<file path="src/rtl/clk_count_pkg.sv">
// Shared definitions for the 4-bit LED counter family (up and down variants).
// The prescale default is also used by the down counter, so both show the same visible rate.
package clk_count_pkg;

  typedef enum logic {
    IDLE = 1'b0,
    RUN  = 1'b1
  } state_t;

  localparam int CW_DEFAULT = 4;

  // 2*(33554432+1) cycles of the 100 MHz clock per count step
  localparam int PRESCALE_DEFAULT = 67108866;
  localparam int PW_DEFAULT       = 27;

endpackage

</file>
<file path="src/rtl/clk_tick_gen.sv">
// Prescaler that emits a single-cycle enable every PRESCALE clocks while running.
// Stopping or restarting throws away any partial count, so the next period is always full length.
module clk_tick_gen
  import clk_count_pkg::*;
#(
  parameter int PRESCALE = PRESCALE_DEFAULT,
  parameter int PW       = PW_DEFAULT
) (
  input  logic clk,
  input  logic rst,
  input  logic run,
  input  logic restart,
  output logic tick_en
);

  localparam logic [PW-1:0] TERMINAL = PW'(PRESCALE - 1);

  logic [PW-1:0] presc;

  always_ff @(posedge clk or negedge rst) begin
    if (!rst) begin
      presc <= '0;
    end else if (!run || restart || (presc == TERMINAL)) begin
      presc <= '0;
    end else begin
      presc <= presc + PW'(1);
    end
  end

  // A terminal count that coincides with a restart is discarded
  assign tick_en = run && !restart && (presc == TERMINAL);

endmodule

</file>
<file path="src/rtl/clk_tick_count_up.sv">
// 4-bit up counter with run/stop, synchronous clear, parallel load and single-step.
// Increments come from the clk_tick_gen enable in RUN or from step in IDLE.
module clk_tick_count_up
  import clk_count_pkg::*;
#(
  parameter int PRESCALE = PRESCALE_DEFAULT,
  parameter int PW       = PW_DEFAULT,
  parameter int CW       = CW_DEFAULT
) (
  input  logic          clk,
  input  logic          rst,
  input  logic          en,
  input  logic          clr,
  input  logic          load,
  input  logic [CW-1:0] load_val,
  input  logic          step,
  output logic [CW-1:0] counter_out,
  output logic          tick,
  output logic          wrap
);

  state_t state;
  logic   run;
  logic   restart;
  logic   tick_en;
  logic   step_inc;

  // The prescaler only advances while RUN is held; the edge that leaves RUN clears it
  assign run      = (state == RUN) && en;
  assign restart  = clr || load;
  assign step_inc = (state == IDLE) && step;

  clk_tick_gen #(
    .PRESCALE(PRESCALE),
    .PW      (PW)
  ) u_tick_gen (
    .clk    (clk),
    .rst    (rst),
    .run    (run),
    .restart(restart),
    .tick_en(tick_en)
  );

  always_ff @(posedge clk or negedge rst) begin
    if (!rst) begin
      state       <= IDLE;
      counter_out <= '0;
      tick        <= 1'b0;
      wrap        <= 1'b0;
    end else begin
      tick <= 1'b0;
      wrap <= 1'b0;

      case (state)
        IDLE:    if (en)  state <= RUN;
        RUN:     if (!en) state <= IDLE;
        default: state <= IDLE;
      endcase

      // clr beats load beats increment
      if (clr) begin
        counter_out <= '0;
      end else if (load) begin
        counter_out <= load_val;
      end else if (tick_en || step_inc) begin
        counter_out <= counter_out + CW'(1);
        tick        <= 1'b1;
        wrap        <= (counter_out == {CW{1'b1}});
      end
    end
  end

endmodule

</file>
<file path="config.mk">
export PLATFORM = sky130hd
export DESIGN_NAME = clk_tick_count_up
export DESIGN_NICKNAME = d
export VERILOG_FILES = /design/src/rtl/clk_count_pkg.sv /design/src/rtl/clk_tick_gen.sv /design/src/rtl/clk_tick_count_up.sv
export SDC_FILE = /design/constraint.sdc
export NUM_CORES = 1
export LEC_CHECK = 0
export CORE_MARGIN = 4
export CORE_UTILIZATION = 45
export DETAILED_ROUTE_END_ITERATION = 8
export PLACE_DENSITY_LB_ADDON = 0.1
export SLEW_MARGIN = 40
export SYNTH_ARGS = -nofsm -noshare
export SYNTH_HDL_FRONTEND = slang
export SYNTH_HIERARCHICAL = 1
export SYNTH_SLANG_ARGS = --single-unit
</file>
<file path="constraint.sdc">
create_clock -name clk -period 2.8 [get_ports clk]
set_input_delay 0.42 -clock clk [delete_from_list [all_inputs] [get_ports clk]]
set_output_delay 0.42 -clock clk [all_outputs]
set_load 0.02 [all_outputs]
</file>
==> impl_results.md <==
- Crit path kind: register to register
- Clock latency at the later pin of the worst-skew pair: 0.28 ns
- Synth Area per Inst: 9.94 um^2
- N_diodes: 0
- Pwr/cell area: 440 nW/um^2
- Vias in the first global route: 1471
- Core area: 3740 um^2
- Sequential element share of the synthesized area: 47.6%
- Pre-Repair DR Iteration Count: 4
- Post-layout min period: 2.37 ns
- Final setup viols: 0
- Wire length per cell: 15.6 um
- Slew HR: 69.7%
- Ys flop type: dfrtp_1
- Slew @ Worst Pin: 0.448 ns
- IR drop worst, VDD: 0.235 mV
- Total grt overflow: 0
- Maxcap violations: 0
- Hold buffers post-CTS: 0
- Die W: 71.1 um
- Post-synthesis net count: 193
- Clk buf depth: 2
- Worst Path Required: 2.98 ns
- H-tree levels: 2
- Crit path launch type: register
- Max FO, Critical Path: 5
- Root buffer cell: clkbuf_8
- Status: completed
- Area contributors post-synth: dfrtp_1 48%, xor2_1 6.9%, nor2_1 4.2%, and4_1 3.9%, nand4_1 3.1%
- Global-route wire length before repair: 6.71 mm
- Fill count: 359
- Final Core Density: 54.5%
- Max Clock Freq: 0.422 GHz
- Initial antenna violation count: 0
- Post-CTS Setup Inserts: 0
- Die Y: 71.1 um
- GP Congestion: 0.803
- LEAKAGE: 0.795 nW
- Pre-CTS setup slack: 0.236 ns
- DRC viols: 0
- Asr flop ratio synth: 100%
- GR Util All Layers: 16.6%
- # port buffers: 15
- Clk slew on worst S/H paths: 0.07 ns
- PnR worst setup slack: 0.433 ns
- DR vias/cell: 5.85
- CTS buffer count: 5
- Tcrit/Tclk final: 84.5%
- CP endpoint kind: register
- Drt initial violations: 78
- Yosys top cell by area: dfrtp_1
- Area growth, synth to finish: 14.0%
- Rows: 22
- Top-area cell type share of the netlist area: 47.6%
- Pins Over Slew Limit: 0
- Post-synth top cells: 34 x dfrtp_1, 20 x nor2_1, 14 x xor2_1
- Routed via count: 1428
- FF+latch count, synth: 34
- Fraction of layout cells with a size suffix above 1: 9.69%
- Die area: 5050 um^2
- Post-route ant nets: 0
- EDFF count, synth: 0
- Hpwl dp: 2.66 mm
- CTS resizes: 0
- Setup_tns: 0 ns
- Largest net degree at the start of global routing: 35
- Io pins: 16
- Final Hold Viols: 0
- Post-synth cell types: 36
- TritonCTS clock tree: done
- Crit path DAT: 2.55 ns
- Most common cell in the netlist: dfrtp_1
- Layout Skew: 0.00503 ns
- Yosys warnings: 6
- Final net count: 209
- Hold Path Class: register to register
- Cell area after synthesis: 1790 um^2
- Sink Count: 34
- Effective utilization at floorplan: 47.8%
- RSZ-0062 raised after global routing: no
- Final wirelength: 3.80 mm
- Mapped Cells: 180
[logic make-up (layout without fill, tap and decap cells)]
family | after synthesis | after routing | synth area share (%)
xor+xnor | 15 | 15 | 7.34
fa+ha+maj | 3 | 3 | 2.10
buf+inv | 11 | 27 | 3.64
mux | 1 | 1 | 0.559
simple gates | 85 | 85 | 28.6
compound gates | 31 | 31 | 10.2
flops | 34 | 34 | 47.6
[layer usage]
layer	vias up	GRT usage [%]	wire length [um]
met5	-	0	0
met4	0	5.22	76
met3	10	3.84	160
met2	31	28.6	1850
met1	696	20.6	1710
li1	691	-	-
[layout by cell type, fill, tap and decap left out, drive strengths merged]
cell type / n
dfrtp: 34
nand4: 10
clkdlybuf4s50: 15
mux2i: 1
a21oi: 12
and4: 8
xor2: 14
or3: 7
nor4b: 3
a311oi: 1
or2: 1
nand2: 8
nor2: 21
nand3b: 1
a211oi: 2
inv: 3
o21ai: 10
buf: 2
or4: 6
clkbuf: 5
nand3: 10
xnor2: 1
ha: 3
and2: 4
nor4: 4
nor2b: 2
o31ai: 6
clkinv: 2
[power by group]
| group | internal (mW) | switching, mW |
|---|---|---|
| clock network | 0.167 | 0.169 |
| registers | 0.497 | 0.00589 |
| logic | 0.0284 | 0.0314 |
[area by class of cell]
| class | instances | area, um^2 | area share, % |
|---|---|---|---|
| clock buffer | 5 | 68.8 | 3.37 |
| clock inverter | 2 | 10.0 | 0.491 |
| inverter | 3 | 11.3 | 0.552 |
| multi-input combinational | 135 | 873 | 42.8 |
| sequential | 34 | 851 | 41.7 |
| tap | 48 | 60.1 | 2.94 |
| timing repair buffer | 17 | 165 | 8.10 |
[worst max-delay path, cell delays in order, from the launching register on]
cell      delay [ns]
dfrtp_1         0.41
inv_1           0.07
ha_1            0.13
nor4b_1         0.28
nand3_1         0.18
nor4b_1         0.43
nor2_2          0.14
or3_1           0.37
a311oi_1        0.26
[path summary, 6_finish.rpt]
path                                               startpoint                              to  slack [ns]  depth (start not counted)
worst min-delay path            u_tick_gen/presc[0]$_DFF_PN0_   u_tick_gen/presc[0]$_DFF_PN0_        0.52                          1
min in group asynchronous                                 rst  u_tick_gen/presc[21]$_DFF_PN0_        0.55                          2
worst max-delay path            u_tick_gen/presc[1]$_DFF_PN0_      counter_out[3]$_DFFE_PN0P_        0.43                          8
worst max register to register  u_tick_gen/presc[1]$_DFF_PN0_      counter_out[3]$_DFFE_PN0P_        0.43                          8
worst min register to register  u_tick_gen/presc[0]$_DFF_PN0_   u_tick_gen/presc[0]$_DFF_PN0_        0.52                          1
max in group asynchronous                                 rst                 state$_DFF_PN0_        1.95                          2
[per-stage QoR]
step | instances | hold slack [ns] | power, mW | cell area (um^2)
floorplan | 180 | 0.124 | 0.534 | 1790
global route | 244 | 0.557 | 0.934 | 2040
global placement | 237 | 0.503 | 0.572 | 1960
detailed placement | 237 | 0.518 | 0.573 | 1960
finish | 244 | 0.524 | 0.898 | 2040
CTS | 244 | 0.527 | 0.908 | 2040
[sequential cells by signal, indices dropped and copies added (netlist names)]
signal	cells
tick	1
counter_out	4
u_tick_gen/presc	27
state	1
wrap	1
(Power assumes the default switching activity.)
